## src/rtl/mont_modexp_ctrl.sv

```systemverilog
// mont_modexp_ctrl: left-to-right square-and-multiply modexp sequencer driving one Montgomery multiplier.
// Build option LEADING_ZERO_SKIP_EN: squaring starts at the MSB set bit of exp instead of bit EXP_WIDTH-1.
module mont_modexp_ctrl #(
  parameter int WORD_WIDTH = 32,
  parameter int EXP_WIDTH  = WORD_WIDTH
) (
  input  logic                  clk,
  input  logic                  reset,
  input  logic                  start,
  input  logic [WORD_WIDTH-1:0] m,
  input  logic [WORD_WIDTH-1:0] base,
  input  logic [EXP_WIDTH-1:0]  exp,
  input  logic [WORD_WIDTH-1:0] r2,
  output logic                  busy,
  output logic                  done,
  output logic                  err,
  output logic [WORD_WIDTH-1:0] result,
  output logic                  mm_enable,
  output logic [WORD_WIDTH-1:0] mm_x,
  output logic [WORD_WIDTH-1:0] mm_y,
  output logic [WORD_WIDTH-1:0] mm_m,
  input  logic                  mm_done,
  input  logic [WORD_WIDTH-1:0] mm_result
);
  localparam int BW = EXP_WIDTH > 1 ? $clog2(EXP_WIDTH) : 1;
  typedef enum logic [1:0] {S_IDLE, S_ISSUE, S_WAIT, S_FINISH} state_t;
  typedef enum logic [2:0] {OP_BASE, OP_ONE, OP_SQ, OP_MUL, OP_OUT} op_t;
  state_t r_state, w_next;
  op_t r_op, w_op_next;
  logic [WORD_WIDTH-1:0] r_m, r_base, r_r2, r_acc, r_bbar, r_result;
  logic [EXP_WIDTH-1:0] r_exp;
  logic [BW-1:0] r_bit, w_bit_next, w_bit_top;
  logic r_err, r_done, r_mm_enable, w_done, w_enable, w_accept, w_capture, w_skip_all;
  // The done cycle is already back in IDLE but still reports busy, so it must not accept.
  assign w_accept  = r_state == S_IDLE && start && !r_done;
  assign w_capture = r_state == S_WAIT && mm_done;
`ifdef LEADING_ZERO_SKIP_EN
  always_comb begin
    w_bit_top = '0;
    for (int i = 0; i < EXP_WIDTH; i++) if (r_exp[i]) w_bit_top = BW'(i);
  end
  assign w_skip_all = r_exp == '0;
`else
  assign w_bit_top  = BW'(EXP_WIDTH - 1);
  assign w_skip_all = 1'b0;
`endif
  always_ff @(posedge clk or posedge reset) begin
    if (reset) r_state <= S_IDLE;
    else r_state <= w_next;
  end
  always_comb begin
    w_next = r_state;
    case (r_state)
      S_IDLE:  if (w_accept) w_next = m[0] ? S_ISSUE : S_FINISH;
      S_ISSUE: w_next = S_WAIT;
      S_WAIT:  if (mm_done) w_next = r_op == OP_OUT ? S_FINISH : S_ISSUE;
      default: w_next = S_IDLE;
    endcase
  end
  always_comb begin
    w_op_next  = OP_OUT;
    w_bit_next = r_bit;
    case (r_op)
      OP_BASE: w_op_next = OP_ONE;
      OP_ONE: begin
        w_bit_next = w_bit_top;
        w_op_next  = w_skip_all ? OP_OUT : OP_SQ;
      end
      OP_SQ, OP_MUL: begin
        if (r_op == OP_SQ && r_exp[r_bit]) w_op_next = OP_MUL;
        else if (r_bit != '0) begin
          w_bit_next = r_bit - BW'(1);
          w_op_next  = OP_SQ;
        end
      end
      default: w_op_next = OP_OUT;
    endcase
  end
  always_ff @(posedge clk or posedge reset) begin
    if (reset) begin
      r_m      <= '0;
      r_base   <= '0;
      r_r2     <= '0;
      r_exp    <= '0;
      r_acc    <= '0;
      r_bbar   <= '0;
      r_result <= '0;
      r_err    <= 1'b0;
      r_op     <= OP_BASE;
      r_bit    <= '0;
    end else if (w_accept) begin
      r_m    <= m;
      r_base <= base;
      r_exp  <= exp;
      r_r2   <= r2;
      r_op   <= OP_BASE;
      r_err  <= 1'b0;
    end else if (w_capture) begin
      r_op  <= w_op_next;
      r_bit <= w_bit_next;
      if (r_op == OP_BASE) r_bbar <= mm_result;
      else if (r_op == OP_OUT) r_result <= mm_result;
      else r_acc <= mm_result;
    end else if (r_state == S_FINISH && !r_m[0]) begin
      r_err    <= 1'b1;
      r_result <= '0;
    end
  end
  always_comb begin
    w_enable = r_state == S_ISSUE;
    w_done   = r_state == S_FINISH;
  end
  always_ff @(posedge clk or posedge reset) begin
    if (reset) begin
      r_mm_enable <= 1'b0;
      r_done      <= 1'b0;
    end else begin
      r_mm_enable <= w_enable;
      r_done      <= w_done;
    end
  end
  assign busy      = r_state != S_IDLE || r_done;
  assign done      = r_done;
  assign err       = r_err;
  assign result    = r_result;
  assign mm_enable = r_mm_enable;
  assign mm_m      = r_m;
  assign mm_x      = r_op == OP_BASE ? r_base : r_op == OP_ONE ? WORD_WIDTH'(1) : r_acc;
  assign mm_y      = (r_op == OP_BASE || r_op == OP_ONE) ? r_r2 :
                     r_op == OP_SQ ? r_acc : r_op == OP_MUL ? r_bbar : WORD_WIDTH'(1);
endmodule

```

## config.mk

```make
export PLATFORM = sky130hd
export DESIGN_NAME = mont_modexp_ctrl
export DESIGN_NICKNAME = d
export VERILOG_FILES = /design/src/rtl/mont_modexp_ctrl.sv
export SDC_FILE = /design/constraint.sdc
export NUM_CORES = 1
export LEC_CHECK = 0
export BUFFER_PORTS_ARGS = -buffer_cell sky130_fd_sc_hd__buf_2
export CORE_ASPECT_RATIO = 2
export CORE_MARGIN = 2
export CORE_UTILIZATION = 50
export CTS_BUF_LIST = sky130_fd_sc_hd__clkbuf_4 sky130_fd_sc_hd__clkbuf_8
export CTS_CLUSTER_DIAMETER = 200
export DETAILED_ROUTE_END_ITERATION = 12
export HOLD_SLACK_MARGIN = 0.03
export PLACE_DENSITY = 0.83
export REMOVE_ABC_BUFFERS = 1
export SYNTH_ARGS = -nofsm -noshare
export SYNTH_HDL_FRONTEND = slang
export SYNTH_SLANG_ARGS = --single-unit
```

## constraint.sdc

```tcl
create_clock -name clk -period 19.4 [get_ports clk]
set_input_delay 1.94 -clock clk [delete_from_list [all_inputs] [get_ports clk]]
set_output_delay 1.94 -clock clk [all_outputs]
set_load 0.005 [all_outputs]
```

=== Word level (Yosys, flattened, before mapping) ===
Index checks and enable logic that the tools add are counted.

* Output and inout bits: 132
* Word-level logic and storage cells: 83
* Register bits after elaboration: 237
* Input port bits: 164

* Mux-type cells: 27
* Add/sub/neg operators: 1
* Reduce and logical (&&, ||, !) cells: 24
* Bitwise operators: 3
* Order comparisons: 1
* Equality and inequality tests: 14

{| class="wikitable"
|+ Operators by type and width
! kind !! number
|-
| 32-bit two-way mux || 9
|-
| 3-bit two-way mux || 4
|-
| 2-bit != test, second input constant || 6
|-
| 5-bit two-way mux || 2
|-
| 5-bit one-hot mux with 2 select lines || 1
|-
| 2-bit nonzero test || 5
|-
| 3-bit one-hot mux with 3 select lines || 1
|-
| 2-bit two-way mux || 4
|-
| 4-bit AND reduction || 2
|-
| 3-bit by 2-bit equality test with 1-bit output, second input constant || 2
|-
| 5-bit by 6-bit less-than comparator with 1-bit output, second input constant || 1
|-
| 2-bit one-hot mux with 3 select lines || 1
|-
| 1-bit binary-select mux with 5-bit select || 1
|-
| 1-bit logical AND || 5
|-
| 5-bit AND reduction || 1
|-
| 5-bit nonzero test || 1
|-
| 5-bit by 1-bit subtractor with 5-bit output, second input constant || 1
|-
| 2-bit equality test, second input constant || 2
|-
| 1-bit two-way mux || 4
|-
| 2-bit AND reduction || 2
|-
| 3-bit by 1-bit equality test with 1-bit output, second input constant || 1
|-
| 3-bit equality test, second input constant || 1
|-
| 3-bit zero test || 1
|-
| 1-bit inverter || 3
|-
| other kinds (7) || 9
|}

=== Longest topological paths before layout ===
* Word-level depth: 7
* Depth in mapped cells: 7
* Depth with buffers taken out: 6

=== Least setup slack after synthesis ===
No wires, ideal clock.

* Kind: register -> output
* Start point: register r_op[0]
* End point: output port mm_y[10]
* Required time: 17.460 ns
* Arrival time: 1.582 ns
* Stages on the path, launching flop included: 5
* Setup slack: 15.878 ns
* Path buffers: 2
* Cell sequence: dfrtp_1 -> clkbuf_1 -> clkbuf_1 -> mux2i_1 -> a211oi_1

* Word-level cells in the longest chain between the ends: 4
* Elaborated cells on any way between the ends: 8
* Classes of those cells: eq/ne (3); mux (3); reduce/logical (2)

{| class="wikitable"
|+ RTL lines
! item !! line !! RTL
|-
| from (decl) || 29 || <nowiki>op_t r_op, w_op_next;</nowiki>
|-
| from (signal assigned) || 99 || <nowiki>r_op <= w_op_next;</nowiki>
|-
| 3-bit by 2-bit equality test with 1-bit output || 130 || <nowiki>r_op == OP_SQ ? r_acc : r_op == OP_MUL ? r_bbar : WORD_WIDTH'(1);</nowiki>
|-
| 32-bit two-way mux (2 in series) || 130 ||
|-
| 32-bit two-way mux * || 129 || <nowiki>assign mm_y = (r_op == OP_BASE || r_op == OP_ONE) ? r_r2 :</nowiki>
|-
| to (decl) || 20 || <nowiki>output logic [WORD_WIDTH-1:0] mm_y,</nowiki>
|}

Every way passes the cells marked *; elsewhere a longest branch is shown, timed or not.

=== Worst setup path in the final report ===
* Start point: register r_op[1]
* End point: output port mm_x[18]

* Word-level cells in the longest chain between the ends: 3
* Elaborated cells on any way between the ends: 4
* Classes of those cells: eq/ne (1); mux (2); reduce/logical (1)

{| class="wikitable"
|+ RTL lines
! item !! line !! RTL
|-
| 3-bit by 1-bit equality test with 1-bit output || 128 || <nowiki>assign mm_x = r_op == OP_BASE ? r_base : r_op == OP_ONE ? WORD_WIDTH'(1) : r_acc;</nowiki>
|-
| 32-bit two-way mux || 128 ||
|-
| 32-bit two-way mux * || 128 ||
|-
| to (decl) || 19 || <nowiki>output logic [WORD_WIDTH-1:0] mm_x,</nowiki>
|}

Marked as above.

==> reports/results.md <==
| Step | Metric | Reported |
|---|---|---|
| status | Run status | complete, no violations |
| sta | Period utilization | 25.12% |
| cells and area | Share of layout cells above drive strength 1 | 32.82% |
| power | Standby leakage power | 6.761 nW |
| power | Proportion of power drawn by flip-flops and latches | 42.0% |
| critical path | Type of destination of the critical path | output port |
| synthesis | Number of enable flip-flop cells after synthesis | 0 |
| synthesis | Top FF cell, synth | sky130_fd_sc_hd__dfrtp_1 |
| placed design | Port bufs | 295 |
| route | Via count of the routed design | 8685 |
| sta | Maximum operating frequency | 205.2 MHz |
| clock tree | Clock net sink count | 237 |
| critical path | Series of cell instances along the critical path | buf_4 > or2_2 > a22o_1 > buf_2 |
| route | Detailed-routing iteration count for the pre-antenna-repair pass | 5 |
| sta | Max-slew violations | 0 |
| sta | Hold Slack | 467.1 ps |
| power | Part of the total power dissipated in the clock network | 19.0% |
| clock tree | Buffer levels on the longest clock path | 3 |
| floorplanning | Site row count | 74 |
| critical path | Arrival @ worst endpoint | 2930 ps |
| power | P_int | 0.001326 W |
| min path | Class of the most critical hold timing path | register to register |
| synthesis | Part of the Yosys area used for sequential elements | 56.67% |
| grt | Sum of overflow across all layers after global routing | 0 |
| power | Share of total power consumed by net switching | 37.72% |
| synthesis | Syn_area_per_cell | 9.744 um2 |
| critical path | Setup Crit Path Kind | register to output port |
| floorplanning | X dimension of the die | 106.3 um |
| critical path | Max stage delay cell, worst path | sky130_fd_sc_hd__dfrtp_2 |
| critical path | Worst Setup Start Kind | register |
| placed design | Total half-perimeter wirelength after legalization and detailed placement | 19070 um |
| cells and area | Core Util, Final | 62.44% |
| floorplanning | Starting Density | 51.14% |
| synthesis | Netlist Area Pre-Place | 10470 um2 |
| clock tree | TritonCTS clock tree | built |
| critical path | Critical path data required time | 17460 ps |
| sta | Post-route clock skew | 15.89 ps |
| placed design | GPL Wtd Cong | 0.8746 |
| clock tree | Clock insertion delay at the later pin of the skew report | 520 ps |
| clock tree | Inserted Clock Buffers | 35 |
| clock tree | CTS Root Cell | sky130_fd_sc_hd__clkbuf_8 |
| critical path | Family with the most delay on the worst path | flip-flops |
| route | Post-route DRC violation count | 0 |
| cells and area | Count of nets after finishing | 1509 |
| floorplanning | Die boundary height | 208.6 um |
| synthesis | Synthesized netlist cell count | 1074 |
| sta | Slew at the pin closest to its max-slew limit | 1166 ps |
| grt | Number of global-route vias before repair | 9033 |
| grt | Wire length of the first global-routing pass | 45350 um |
| floorplanning | Die area | 22170 um2 |
| clock tree | Maximum level of the CTS H-tree | 2 |
| synthesis | Post-synthesis register bit count | 237 |
| critical path | Crit-path max cell delay | 740 ps |
| sta | Worst slew slack as a fraction of its limit | 22.07% |
| synthesis | Total of warnings raised by yosys | 0 |
| sta | RSZ-0062 raised after global routing | no |
| sta | Minimum clock period after layout | 4872 ps |
| grt | Largest net degree at the start of global routing | 89 |
| route | Drt total wl | 28590 um |
| route | Detailed Route Iter0 Violations | 483 |
| clock tree | Setup repair bufs after CTS | 0 |
| grt | Number of antenna violations at the first check in global routing | 4 |
| clock tree | Cts-stage hold buffer count | 0 |
| clock tree | Clock-pin transition on the worst setup and hold timing paths | 60 ps |
| route | Number of vias per cell | 5.315 |
| power | Worst IR Drop VDD | 86.63 uV |
| sta | Total negative setup slack | 0 ps |
| flow run | Max-cap violation count | 0 |
| power | Power share of the combinational group | 39.0% |
| route | Detailed-route wire length per cell | 17.50 um |
| critical path | Peak fanout along the critical path | 43 |
| synthesis | Number of distinct library cells after synthesis | 42 |
| critical path | Count of buffering cells on the critical path with inverters included | 2 |
| floorplanning | Io pins | 296 |
| cells and area | Final-layout fill cell count | 1765 |
| cells and area | Area growth from synthesis to final layout | 22.10% |
| power | Switching Power | 0.0008031 W |
| sta | Final setup violating endpoints | 0 |
| sta | Hold violation count in the final report | 0 |
| clock tree | Number of instances resized during post-cts repair | 0 |
| critical path | R2R setup slack | 16340 ps |
| synthesis | Share of synthesized registers carrying an async set or reset | 100.0% |
| floorplanning | Core Footprint | 20460 um2 |
| power | Power density cells | 166.6 nW/um2 |
| route | Post-route ant nets | 0 |
| grt | GRT Total Usage | 25.97% |
[tightest hold or removal path: cells and delay by family, from the launching register on]
kind	cells	cell delay, ps
simple gates	2	110
flops	1	330
[layout make-up]
type / instances / area (um2) / area share, %
Sequential cell: 237 / 5934 / 46.45
Timing Repair Buffer: 303 / 1536 / 12.02
Inverter: 9 / 41.29 / 0.3231
Clock inverter: 7 / 35.03 / 0.2742
Tap cell: 266 / 332.8 / 2.605
Clock buffer: 52 / 653.1 / 5.112
Antenna cell: 3 / 7.507 / 0.05875
Multi-Input combinational cell: 757 / 4237 / 33.16
[synthesized netlist by cell type, types with 5 or more instances]
master | n | share of area, %
sky130_fd_sc_hd__buf_1 | 6 | 0.22
sky130_fd_sc_hd__dfrtp_1 | 237 | 57
sky130_fd_sc_hd__nor3_1 | 6 | 0.29
sky130_fd_sc_hd__inv_1 | 9 | 0.32
sky130_fd_sc_hd__o21ai_0 | 37 | 1.8
sky130_fd_sc_hd__mux2_2 | 63 | 6.8
sky130_fd_sc_hd__a211oi_1 | 31 | 2.2
sky130_fd_sc_hd__a21oi_1 | 5 | 0.24
sky130_fd_sc_hd__nand2_1 | 461 | 17
sky130_fd_sc_hd__a22o_1 | 31 | 2.6
sky130_fd_sc_hd__nor2_1 | 42 | 1.5
sky130_fd_sc_hd__clkbuf_1 | 60 | 2.2
sky130_fd_sc_hd__mux2i_1 | 40 | 3.8
[per-layer routing]
layer | share of wire (%) | vias up | track usage, %
li1 | - | 4075 | -
met1 | 37 | 4178 | 29.24
met2 | 52 | 322 | 45.31
met3 | 5.1 | 110 | 3.961
met4 | 6.3 | 0 | 16.38
met5 | 0 | - | 0
[per-stage QoR]
stage               total power [W]  std cells  area [um2]  worst slack, ps
detailed placement         0.001731       1572       12080            15090
global placement           0.001691       1572       12080            15180
finish                     0.002129       1634       12780            14530
CTS                        0.002143       1631       12770            14520
global route               0.002281       1634       12780            14350
floorplan                  0.001378       1003       10150            10960
[flip-flops by register name (all words and copies together), names as in the netlist]
signal and cells:
done 1, r_exp 32, r_base 32, r_state 2, mm_enable 1, r_op 3, mm_m 32, r_bit 5
err 1, r_bbar 32, r_r2 32, r_acc 32, result 32
[layout by cell type (no fill, tap or decap), types with 3 or more instances in the layout]
cell                       synthesis  layout
sky130_fd_sc_hd__nand2_1         461     459
sky130_fd_sc_hd__buf_2             0     295
sky130_fd_sc_hd__dfrtp_1         237     234
sky130_fd_sc_hd__mux2_2           63      63
sky130_fd_sc_hd__clkbuf_8          3      42
sky130_fd_sc_hd__nor2_1           42      40
sky130_fd_sc_hd__mux2i_1          40      40
sky130_fd_sc_hd__o21ai_0          37      37
sky130_fd_sc_hd__a211oi_1         31      31
sky130_fd_sc_hd__a22o_1           31      31
sky130_fd_sc_hd__clkbuf_4          0      10
sky130_fd_sc_hd__inv_1             9       8
sky130_fd_sc_hd__buf_4             0       8
sky130_fd_sc_hd__clkinv_2          0       7
sky130_fd_sc_hd__nor3_1            6       5
sky130_fd_sc_hd__a21oi_1           5       5
sky130_fd_sc_hd__nand3_1           4       4
sky130_fd_sc_hd__diode_2           0       3
sky130_fd_sc_hd__nor4b_1           3       3
sky130_fd_sc_hd__nor4_1            3       3
sky130_fd_sc_hd__mux4_1            3       3
sky130_fd_sc_hd__dfrtp_2           0       3
[power by group through the flow]
stage | combinational, W | sequential [W] | clock [W]
3_5_place_dp | 0.000833 | 0.000898 | 0
3_3_place_gp | 0.000803 | 0.000888 | 0
4_1_cts | 0.000840 | 0.000891 | 0.000412
5_1_grt | 0.000927 | 0.000921 | 0.000433
2_1_floorplan | 0.000509 | 0.000869 | 0
6_report | 0.000831 | 0.000894 | 0.000404
[final timing paths]
kind,from,endpoint,cells after the start
max,r_op[1],mm_x[18],4
min reg2reg,r_exp[21],r_exp[21],2
max reg2reg,r_op[1],r_acc[2],4
min in group asynchronous,reset,mm_m[18],2
min,r_exp[21],r_exp[21],2
max in group asynchronous,reset,r_op[1],3
[kinds of logic (layout without fill, tap and decap cells)]
kind of cell    count (synthesis)  count (layout)  synth area share [%]
compound gates                116             116                 7.999
fa+ha+maj                       2               2                0.2391
buf+inv                        80             371                 3.300
flops                         237             237                 56.67
mux                           108             108                 11.79
other cells                     0               3                     0
simple gates                  531             531                 20.00
No activity file was read; power rests on OpenSTA's default activity.
